### config.mk
export PLATFORM = sky130hd
export DESIGN_NAME = running_diff_unpack
export DESIGN_NICKNAME = d
export VERILOG_FILES = /design/src/rtl/running_diff_unpack.sv
export SDC_FILE = /design/constraint.sdc
export NUM_CORES = 1
export LEC_CHECK = 0
export ABC_AREA = 1
export CAP_MARGIN = 20
export CORE_UTILIZATION = 40
export DETAILED_ROUTE_END_ITERATION = 8
export GPL_ROUTABILITY_DRIVEN = 0
export GPL_TIMING_DRIVEN = 0
export MAX_ROUTING_LAYER = met4
export PLACE_DENSITY_LB_ADDON = 0.12
export SYNTH_ARGS = -nofsm -noshare
export SYNTH_HDL_FRONTEND = slang
export SYNTH_SLANG_ARGS = --single-unit
### constraint.sdc
create_clock -name clock -period 13.65 [get_ports clock]
set_input_delay 2.73 -clock clock [delete_from_list [all_inputs] [get_ports clock]]
set_output_delay 2.73 -clock clock [all_outputs]
set_load 0.02 [all_outputs]
### src/rtl/running_diff_unpack.sv
// Running-sum decoder: unpacks LANES running sums and emits first differences one per cycle.
// Optional sample counter output enabled by defining RUNDIFF_CNT_EN.
module running_diff_unpack #(
    parameter int DATA_WIDTH = 16,
    parameter int LANES      = 16
) (
    input  logic                        clock,
    input  logic                        reset,
    input  logic [DATA_WIDTH*LANES-1:0] i_data,
    input  logic                        i_data_valid,
    output logic                        o_data_ready,
    output logic [DATA_WIDTH-1:0]       o_data,
    output logic                        o_data_valid,
    input  logic                        i_data_ready
`ifdef RUNDIFF_CNT_EN
    ,
    output logic [31:0]                 o_sample_count
`endif
);
    localparam int IW = $clog2(LANES + 1);

    typedef logic [LANES-1:0][DATA_WIDTH-1:0] word_t;
    typedef enum logic {IDLE, SHIFT} state_t;

    state_t                state_q, state_d;
    word_t                 buf_q, buf_d;
    logic [DATA_WIDTH-1:0] prev_q, prev_d;
    logic [DATA_WIDTH-1:0] data_q, data_d;
    logic [IW-1:0]         idx_q, idx_d;
    logic                  vld_q, vld_d;

    word_t                 in_word;
    logic [DATA_WIDTH-1:0] lane0, cur_lane;
    logic                  last_lane, accept, fire;

    assign in_word      = word_t'(i_data);
    assign lane0        = in_word[0];
    assign last_lane    = (idx_q == IW'(LANES));
    // Ready while the last lane drains lets the next word load with no bubble.
    assign o_data_ready = ~vld_q | (last_lane & i_data_ready);
    assign accept       = i_data_valid & o_data_ready;
    assign fire         = vld_q & i_data_ready;
    assign o_data       = data_q;
    assign o_data_valid = vld_q;

    always_comb begin
        cur_lane = '0;
        for (int k = 0; k < LANES; k++)
            if (idx_q == IW'(k)) cur_lane = buf_q[k];
    end

    always_comb begin
        state_d = state_q;
        buf_d   = buf_q;
        prev_d  = prev_q;
        data_d  = data_q;
        idx_d   = idx_q;
        vld_d   = vld_q;
        unique case (state_q)
            IDLE: begin
                if (accept) begin
                    buf_d   = in_word;
                    data_d  = lane0 - prev_q;
                    prev_d  = lane0;
                    idx_d   = IW'(1);
                    vld_d   = 1'b1;
                    state_d = SHIFT;
                end
            end
            SHIFT: begin
                if (fire) begin
                    if (!last_lane) begin
                        data_d = cur_lane - prev_q;
                        prev_d = cur_lane;
                        idx_d  = idx_q + IW'(1);
                    end else if (accept) begin
                        buf_d  = in_word;
                        data_d = lane0 - prev_q;
                        prev_d = lane0;
                        idx_d  = IW'(1);
                    end else begin
                        vld_d   = 1'b0;
                        idx_d   = '0;
                        state_d = IDLE;
                    end
                end
            end
            default: state_d = IDLE;
        endcase
    end

    always_ff @(posedge clock or posedge reset) begin
        if (reset) begin
            state_q <= IDLE;
            buf_q   <= '0;
            prev_q  <= '0;
            data_q  <= '0;
            idx_q   <= '0;
            vld_q   <= 1'b0;
        end else begin
            state_q <= state_d;
            buf_q   <= buf_d;
            prev_q  <= prev_d;
            data_q  <= data_d;
            idx_q   <= idx_d;
            vld_q   <= vld_d;
        end
    end

`ifdef RUNDIFF_CNT_EN
    logic [31:0] cnt_q;

    always_ff @(posedge clock or posedge reset) begin
        if (reset)     cnt_q <= '0;
        else if (fire) cnt_q <= cnt_q + 32'd1;
    end

    assign o_sample_count = cnt_q;
`endif

endmodule
# == After elaboration in Yosys (flattened, before gate mapping) ==
# Index checks and enable logic that the tools add are counted.
# op_classes
n_addsub,3
eq_ne,20
muxes,42
n_bitwise,6
n_reduce_logical,4
# op_table
op,n
$mux 256,3
$pmux 256 s2,1
$mux 16,22
$pmux 16 s2,2
$eq 5x4->1 const B,8
$sub 16x16->16,2
$eq 5x3->1 const B,4
$mux 5,3
$eq 5x2->1 const B,2
$pmux 5 s2,1
$mux 1,8
$add 5x1->5 const B,1
$eq 5x1->1 const B,1
$eq 5x5->1 const B,1
$logic_not 5->1,1
$ne 2x1->1 const B,2
$ne 2x2->1 const B,2
$pmux 1 s2,2
$reduce_and 2->1,2
$reduce_and 4->1,1
$and 1x1->1,3
$not 1->1,2
$or 1x1->1,1
# totals
reg_bits,295
output_inout_bits,18

# == Longest topological paths before layout ==
# Gate-level depths: netlist of run 1.
# logic_depth
ltp_word,21
depth_mapped,40
mapped_depth_nobuf,40

# == Least setup slack after synthesis of run 1 ==
# No wires, ideal clock.
# synth_timing
kind,input -> output
startpoint,input i_data_ready
endpoint,output o_data_ready
arrival_time_ns,2.946
t_required_ns,10.920
setup_slack_ns,7.974
stages,2
path_buffers,0
path_cell_list,nand2_1 > nand2_1
# synth_via
elab_chain_cells,2
# synth_rtl
item,line_no,source
from (decl),14,input logic i_data_ready
$and 1x1->1,40,assign o_data_ready = ~vld_q | (last_lane & i_data_ready);
$or 1x1->1,40,
to (decl),11,"output logic o_data_ready,"
# Every way passes these cells.

# == Final worst setup path of run 1 ==
# Ends and elaborated chain as after synthesis.

==> results.json, run 1 <==
{
  "status": "finished clean",
  "clockBufferDepth": 3,
  "syn_area_per_cell_sq_um": 7.30,
  "start_kind": "input port",
  "die_y_um": 200,
  "path_cells": "clkdlybuf4s50_1, nand2_1, nand2_1, clkdlybuf4s50_1",
  "place_ws_ns": 6.96,
  "cts_setup_buffers": 0,
  "r2r_end": "o_data[15]",
  "nets": 2765,
  "routedWlPerCell_um": 17.0,
  "fin_ws_ns": 6.94,
  "insertion_delay_ns": 0.52,
  "hold_start": "buf_q[215]",
  "coreArea_sq_um": 38700,
  "syn_nets": 2449,
  "dp_hpwl_um": 39900,
  "fin_crit_ns": 6.71,
  "r2r_setup_slack_ns": 8.19,
  "syn-instance-count": 2152,
  "start_util_pct": 40.6,
  "grt_overflow": 0,
  "r2r-start": "idx_q[1]",
  "cp_num_buf_inv": 2,
  "worst-path-max-fanout": 2,
  "power_frac_seq_pct": 28.3,
  "grt_pass1_vias": 14700,
  "power.internal_mw": 2.52,
  "hp-class": "flip-flop to flip-flop",
  "slew_headroom_pct": 39.7,
  "ys_warn_count": 0,
  "wirelength_um": 51200,
  "cpMaxStageDelayCell": "clkdlybuf4s50_1",
  "register_area_sq_um": 7380,
  "cts_hold_buf": 0,
  "root_buffer": "clkbuf_16",
  "num_antenna_cells": 0,
  "crit_type": "input port to output pin",
  "syn-cell-area_sq_um": 15700,
  "drt_iter0_markers": 1119,
  "combPwrFrac_pct": 49.9,
  "hold_path_depth": 2,
  "ys_seq_area_share_pct": 47.0,
  "yosysTopAreaCell": "dfrtp_1",
  "cts_sinks": 295,
  "grt_antenna_before_repair": 0,
  "ys_ff_latch": 295,
  "cts_resized": 0,
  "htreeDepth": 2,
  "io_pins": 278,
  "peakVddDrop_uv": 116,
  "reg2reg_depth": 33,
  "multi_input_area_sq_um": 6990,
  "drc": 0,
  "fmax_ghz": 0.149,
  "power_density_nw_per_um2": 218,
  "via_count": 14900,
  "grt.total_usage_pct": 26.5,
  "routed_via_density": 4.94,
  "p_leak_nw": 10.4,
  "drive_gt1_share_pct": 5.58,
  "whs_ns": 0.471,
  "synth_top_cell_area_share_pct": 47.0,
  "swShare_pct": 43.3,
  "end_kind": "output pin",
  "cts_buffers": 35,
  "portBuffers": 277,
  "core.rowCount": 72,
  "grt_max_degree": 127,
  "finalSetupViolCount": 0,
  "critPathArrivalTime_ns": 3.98,
  "area_growth_pct": 29.8,
  "hold_viol": 0,
  "critPathMaxStageDelay_ns": 0.60,
  "die_x_um": 200,
  "period_share_pct": 49.2,
  "synth_area_leaders": "dfrtp_1 47%, nand2_1 22%, o21ai_0 6.3%",
  "switchingPower_mw": 1.93,
  "dr.pass1.iters": 5,
  "clockPowerShare_pct": 21.8,
  "critPathRequiredTime_ns": 10.92,
  "tritoncts": "done",
  "slew_viol_final": 0,
  "nFillCells": 3850,
  "whs_endpoint": "buf_q[215]",
  "die-area_sq_um": 40100,
  "finalClockSkew_ns": 0.0253,
  "path_clk_slew_ns": 0.06,
  "crit_start": "i_data_ready",
  "max_cap_viol_count": 0,
  "crit_family": "buffers and inverters",
  "ant_nets": 0,
  "synth.distinct_cells": 49,
  "grt_setup_unrepaired": "no",
  "worst_pin_slew_ns": 0.901,
  "grt_first_pass_wirelength_um": 80800
}
==> worst max path at each step <==
stage	endpoint	slack, ns	depth (start not counted)
6_report	o_data_ready	6.94	4
5_1_grt	o_data_ready	6.88	4
4_1_cts	o_data_ready	6.95	4
3_5_place_dp	o_data_ready	6.96	4
3_3_place_gp	o_data[12]	-1.05	2
2_1_floorplan	buf_q[0]	2.77	1
==> final cells by class <==
class,instances,area share (%)
sequential,295,36.2
multi-input combinational,1522,34.3
buffer,100,2.28
inverter,235,4.36
timing repair buffer,279,13.9
clock inverter,8,0.650
clock buffer,53,5.23
tap,518,3.18
==> flip-flops by register name (all words and copies together) (netlist names) <==
signal,flops
idx_q,5
o_data,16
prev_q,16
state_q,1
o_data_valid,1
buf_q,256
==> worst register-to-register path: cells and delay by family, from the launching register on <==
kind / cells / cell delay [ns]
simple gates: 19 / 1.95
compound gates: 5 / 1.22
buf+inv: 6 / 0.96
fa+ha+maj: 2 / 0.57
flops: 1 / 0.39
xor+xnor: 1 / 0.24
==> synthesized netlist by cell type, drive strengths merged <==
| cell type | number |
|---|---|
| fa | 2 |
| o2111ai | 3 |
| xor2 | 5 |
| nor4 | 1 |
| clkbuf | 42 |
| nor3 | 9 |
| ha | 35 |
| xnor2 | 3 |
| o211ai | 19 |
| o221ai | 2 |
| nand4 | 2 |
| o311ai | 1 |
| and2 | 1 |
| nand3 | 111 |
| o21ai | 222 |
| o22ai | 5 |
| inv | 233 |
| clkinv | 2 |
| o31ai | 2 |
| o32ai | 1 |
| dfrtp | 295 |
| nand3b | 6 |
| a31oi | 3 |
| a21boi | 13 |
| nand2 | 926 |
| o21bai | 16 |
| buf | 58 |
| o21a | 13 |
| nor2 | 63 |
| a21o | 2 |
| a22oi | 2 |
| a21oi | 45 |
| or2 | 7 |
| nor3b | 1 |
| a211oi | 1 |
==> cells by family (layout without fill, tap and decap cells) <==
family                   after synthesis  after routing  share of synthesized area (%)
adder cells (fa/ha/maj)               37             37                           3.04
XOR/XNOR                               8              8                          0.446
flip-flops                           295            295                           47.0
buffers and inverters                335            675                           8.57
AO/OA/AOI/OAI                        350            350                           12.5
AND/OR/NAND/NOR                     1127           1127                           28.5
==> layer usage <==
| metal | part of all wire (%) | track usage (%) | wire [um] | up-vias |
|---|---|---|---|---|
| met5 | 0 | - | 0 | - |
| met4 | 1.8 | 5.63 | 926 | 0 |
| met3 | 5.3 | 3.22 | 2690 | 76 |
| met2 | 47 | 41.7 | 23900 | 431 |
| met1 | 46 | 36.6 | 23800 | 6979 |
| li1 | - | - | - | 7394 |
==> cells in the final DEF (no fill, tap or decap), drive strengths merged, types with 2 or more instances in the layout <==
cell type / count
nand2: 926
dfrtp: 295
clkdlybuf4s50: 277
inv: 234
o21ai: 222
nand3: 111
clkbuf: 95
nor2: 63
buf: 60
a21oi: 45
ha: 35
o211ai: 19
o21bai: 16
o21a: 13
a21boi: 13
nor3: 9
or2: 7
nand3b: 6
o22ai: 5
xor2: 5
clkinv: 5
xnor2: 3
a31oi: 3
o2111ai: 3
bufinv: 3
o31ai: 2
a21o: 2
o221ai: 2
a22oi: 2
nand4: 2
fa: 2
==> power groups by stage <==
stage | Clock [mW] | Sequential [mW] | Combinational (mW)
5_1_grt | 1.02 | 1.29 | 2.50
2_1_floorplan | 0 | 1.27 | 1.44
3_3_place_gp | 0 | 1.27 | 2.14
3_5_place_dp | 0 | 1.27 | 2.18
6_report | 0.969 | 1.26 | 2.22
4_1_cts | 0.984 | 1.26 | 2.20
==> through the flow <==
step	util, %	setup TNS [ns]	cells	area, sq um	power [mW]
after floorplan	-	0	2152	15700	2.71
final	52.7	0	3010	20400	4.45
after global placement	49.4	-300.75	2947	19100	3.41
after global routing	52.7	0	3010	20400	4.81
after CTS	52.7	0	3010	20400	4.45
after detailed placement	49.6	0	2949	19200	3.46
No activity file was read; power rests on OpenSTA's default activity.
==> run 2: changes to the inputs <==
Clock period 13.65 ns to 6.7 ns, I/O delays scaled along.
==> run 2 against run 1 <==
  * Non-clock buffer count grew 5
  * Via count rose by 0.52%
  * Critical path type is now flip-flop to flip-flop
  * Clock power grew 95%
  * Critical path depth rose by 30
  * Flip-flop and latch count stayed put
  * Sequential share of layout area barely moved
==> results.json, run 2 (same netlist as run 1, synthesis figures left out) <==
{
  "status": "finished clean",
  "drc": 0,
  "wirelength_um": 51300,
  "die_x_um": 200,
  "grt_max_degree": 43,
  "top_register": "buf_q",
  "dp_hpwl_um": 40200,
  "die-area_sq_um": 40100,
  "grt_setup_unrepaired": "no",
  "drt_iter0_markers": 1063,
  "tritoncts": "done",
  "via_count": 15000,
  "insertion_delay_ns": 0.53,
  "io_pins": 278,
  "worst_pin_slew_ns": 0.900,
  "routedWlPerCell_um": 17.0,
  "core.rowCount": 72,
  "critPathRequiredTime_ns": 7.10,
  "num_antenna_cells": 0,
  "period_share_pct": 82.3,
  "cts_sinks": 295,
  "fin_crit_ns": 5.51,
  "dr.pass1.iters": 5,
  "p_leak_nw": 10.5,
  "grt_antenna_before_repair": 0,
  "cpMaxStageDelayCell": "a21boi_0",
  "die_y_um": 200,
  "dr_wl_met3_um": 2740,
  "area_growth_pct": 30.0,
  "root_buffer": "clkbuf_16",
  "r2r_setup_slack_ns": 1.19,
  "peakVddDrop_uv": 214,
  "critPathArrivalTime_ns": 5.91,
  "hold_viol": 0,
  "drive_gt1_share_pct": 5.77,
  "htreeDepth": 2,
  "portBuffers": 277,
  "total_power_mw": 9.00,
  "slew_headroom_pct": 39.8,
  "max_cap_viol_count": 0,
  "fmax_ghz": 0.181,
  "routed_via_density": 4.96,
  "grt.total_usage_pct": 26.3,
  "worst-path-max-fanout": 10,
  "nets": 2770,
  "slew_viol_final": 0,
  "place_ws_ns": 1.35,
  "cp-endpoint": "o_data[15]",
  "layout_commonest_cell": "nand2_1",
  "crit_start": "idx_q[0]",
  "r2r_end": "o_data[15]",
  "coreArea_sq_um": 38700,
  "final.setup.tns_ns": 0,
  "fin_cells": 3015,
  "grt_first_pass_wirelength_um": 79900,
  "final_util_pct": 52.7,
  "drt-met1-wl_um": 23800,
  "r2r-start": "idx_q[0]",
  "most-common-layout-cells": "922 x nand2_1, 295 x dfrtp_1, 277 x clkdlybuf4s50_1, 223 x inv_1, 197 x o21ai_0",
  "start_kind": "flip-flop",
  "fin_ws_ns": 1.19,
  "power_density_nw_per_um2": 441,
  "start_util_pct": 40.6,
  "cts_buffers": 35,
  "clockBufferDepth": 3,
  "cts_setup_buffers": 0,
  "cts_resized": 0,
  "wl_met2_um": 23500,
  "ant_nets": 0,
  "finalSetupViolCount": 0,
  "grt_pass1_vias": 14500,
  "path_clk_slew_ns": 0.05,
  "critPathMaxStageDelay_ns": 0.48,
  "cpMostUsedCell": "nand3_1",
  "grt_overflow": 0,
  "hp-class": "flip-flop to flip-flop",
  "crit_type": "flip-flop to flip-flop",
  "reg2reg_depth": 34,
  "end_kind": "flip-flop",
  "finalClockSkew_ns": 0.0250,
  "place_inst": 2954,
  "top_layer": "met4",
  "largest_register_ffs": 256,
  "cts_hold_buf": 0
}
[run 2: cell types whose count changed in the layout (fill, tap and decap cells not counted), sizes merged]
cell	delta
buf	+5
bufinv	-2
clkinv	+2
clkbuf	+1
inv	-1
[run 2: worst max-delay path, delay by kind of cell, from the launching register on]
family / cells / cell delay, ns
AND/OR/NAND/NOR: 21 / 2.37
buffers and inverters: 5 / 0.68
adder cells (fa/ha/maj): 2 / 0.54
flip-flops: 1 / 0.40
XOR/XNOR: 1 / 0.24
AO/OA/AOI/OAI: 5 / 1.14
[run 2: report_power, final]
group	internal, mW	switching (mW)	total [mW]
Clock	1.14	0.759	1.89
Combinational	1.63	2.90	4.53
Sequential	2.30	0.276	2.57
Total	5.07	3.93	9.00
[run 2: worst min path at each step]
stage | startpoint | to | slack [ns] | cells past startpoint
2_1_floorplan | buf_q[98] | buf_q[98] | 0.44 | 2
3_3_place_gp | buf_q[175] | buf_q[175] | 0.45 | 2
3_5_place_dp | buf_q[144] | buf_q[144] | 0.46 | 2
4_1_cts | buf_q[144] | buf_q[144] | 0.48 | 2
5_1_grt | buf_q[227] | buf_q[227] | 0.49 | 2
6_report | buf_q[144] | buf_q[144] | 0.47 | 2
[run 2: metal layers]
metal	track usage [%]	up-vias
li1	-	7391
met1	36.8	7020
met2	40.6	477
met3	2.78	70
met4	6.79	0
met5	-	-
[run 2: area by class of cell]
cell class / instances / area [sq um]
buffer: 100 / 465
clock buffer: 54 / 1070
clock inverter: 7 / 75.1
fill: 3804 / 18300
inverter: 235 / 886
multi-input combinational: 1522 / 6990
sequential: 295 / 7380
tap: 518 / 648
timing repair buffer: 284 / 2910
[run 2: metrics by stage]
| stage | cell area [sq um] | hold WS, ns |
|---|---|---|
| global route | 20400 | 0.489 |
| global placement | 19100 | 0.454 |
| CTS | 20400 | 0.476 |
| detailed placement | 19300 | 0.461 |
| floorplan | 15700 | 0.441 |
| finish | 20400 | 0.470 |
==> run 3: changes to the inputs <==
Clock period 6.7 ns to 4.85 ns, I/O delays scaled along.
==> run 3 against run 2 <==
  * First-iteration DRC count up 2.7%
  * Total power up 48%
  * Worst setup slack worse by 0.99 ns
  * Fmax up 19%
==> results.json, run 3 (same netlist as run 1, synthesis figures left out) <==
{
  "status": "finished clean",
  "area_growth_pct": 33.0,
  "top_register": "buf_q",
  "htreeDepth": 2,
  "portBuffers": 277,
  "hold_start": "buf_q[144]",
  "hp-class": "flip-flop to flip-flop",
  "worst-path-max-fanout": 8,
  "cts_buffers": 35,
  "clockBufferDepth": 3,
  "period_share_pct": 95.8,
  "p_leak_nw": 10.6,
  "grt_pass1_vias": 14500,
  "ant_nets": 0,
  "grt_overflow": 0,
  "power_density_nw_per_um2": 637,
  "slew_headroom_pct": 38.8,
  "hold_viol": 0,
  "crit_start": "idx_q[0]",
  "end_kind": "flip-flop",
  "routed_via_density": 4.99,
  "via_count": 15100,
  "fmax_ghz": 0.215,
  "dr.pass1.iters": 5,
  "cts_hold_buf": 0,
  "cts_sinks": 295,
  "grt_setup_unrepaired": "yes",
  "worst_pin_slew_ns": 0.915,
  "critPathArrivalTime_ns": 5.05,
  "fin_crit_ns": 4.65,
  "critPathMaxStageDelay_ns": 0.47,
  "layout_commonest_cell": "nand2_1",
  "root_buffer": "clkbuf_16",
  "wirelength_um": 51900,
  "drive_gt1_share_pct": 8.85,
  "peakVddDrop_uv": 362,
  "insertion_delay_ns": 0.53,
  "cpMostUsedCell": "nand3_2",
  "most-common-layout-cells": "911 x nand2_1, 292 x dfrtp_1, 277 x clkdlybuf4s50_1, 219 x inv_1, 189 x o21ai_0",
  "grt_first_pass_wirelength_um": 80100,
  "die-area_sq_um": 40100,
  "max_cap_viol_count": 0,
  "core.rowCount": 72,
  "crit_type": "flip-flop to flip-flop",
  "crit_family": "simple AND/OR/NAND/NOR gates",
  "r2r-start": "idx_q[0]",
  "finalClockSkew_ns": 0.0245,
  "path_clk_slew_ns": 0.05,
  "die_y_um": 200,
  "finalSetupViolCount": 0,
  "slew_viol_final": 0,
  "cp_num_buf_inv": 4,
  "fin_cells": 3026,
  "coreArea_sq_um": 38700,
  "critPathRequiredTime_ns": 5.25,
  "routedWlPerCell_um": 17.2,
  "start_util_pct": 40.6,
  "num_antenna_cells": 0,
  "start_kind": "flip-flop",
  "grt_antenna_before_repair": 0,
  "die_x_um": 200,
  "grt_max_degree": 43,
  "nets": 2781,
  "tritoncts": "done",
  "dp_hpwl_um": 40200,
  "nFillCells": 3772,
  "largest_register_ffs": 256,
  "place_inst": 2954,
  "grt.total_usage_pct": 26.3,
  "io_pins": 278,
  "cpMaxStageDelayCell": "dfrtp_2",
  "drc": 0,
  "drt_iter0_markers": 1092,
  "total_power_mw": 13.3
}
-- run 3: cell types whose count changed in the layout (fill, tap and decap cells not counted), sizes merged --
cell and delta:
buf +12, clkbuf -1
-- run 3: worst paths after layout --
| path | cells after the start | slack [ns] | end |
|---|---|---|---|
| max | 35 | 0.20 | o_data[15] |
| min | 2 | 0.47 | buf_q[144] |
| max reg2reg | 35 | 0.20 | o_data[15] |
| min reg2reg | 2 | 0.47 | buf_q[144] |
| max in group asynchronous | 5 | 2.74 | buf_q[150] |
| min in group asynchronous | 2 | 0.91 | buf_q[49] |
-- run 3: through the flow --
stage	hold slack [ns]	setup TNS [ns]	util, %	area (sq um)	setup slack [ns]
finish	0.469	0	54.0	20900	0.203
global placement	0.454	-650.70	49.4	19100	-2.24
CTS	0.476	0	53.0	20500	0.00114
floorplan	0.441	-10.95	-	15700	-0.0371
detailed placement	0.461	-2.24	49.8	19300	-0.503
global route	0.489	-0.297	54.0	20900	-0.108
-- run 3: what timing repair did --
action                                  in CTS  in global routing
setup buffers                                2                 10
resized for setup                           28                 83
endpoints found under the setup margin       8                  8
pin swaps                                   10                 29
-- run 3: worst register-to-register path, delay by kind of cell (launching register included) --
kind | cells | cell delay, ns
fa+ha+maj | 2 | 0.38
buf+inv | 4 | 0.41
simple gates | 22 | 2.11
xor+xnor | 1 | 0.19
compound gates | 6 | 0.97
flops | 1 | 0.47
-- run 3: cell type report --
class	count	area [sq um]	share of cell area, %
Sequential cell	295	7390	35.3
Multi-Input combinational cell	1522	7330	35.1
Timing Repair Buffer	296	3000	14.4
Clock buffer	54	1070	5.11
Inverter	235	898	4.30
Tap cell	518	648	3.10
Buffer	99	497	2.38
Clock inverter	7	75.1	0.359
-- run 3: report_power, final --
group	internal, mW	total (mW)	leakage [nW]	switching (mW)
registers	3.18	3.58	3.64	0.405
logic	2.70	7.11	6.43	4.41
clock network	1.57	2.62	0.566	1.05
-- run 3: metal layers --
metal  up-vias  wire length (um)  track usage, %
met1      7128             23800            36.9
li1       7424                 -               -
met3        77              2800            2.65
met4         0              1220            6.84
met2       471             24100            40.7
met5         -                 0               -
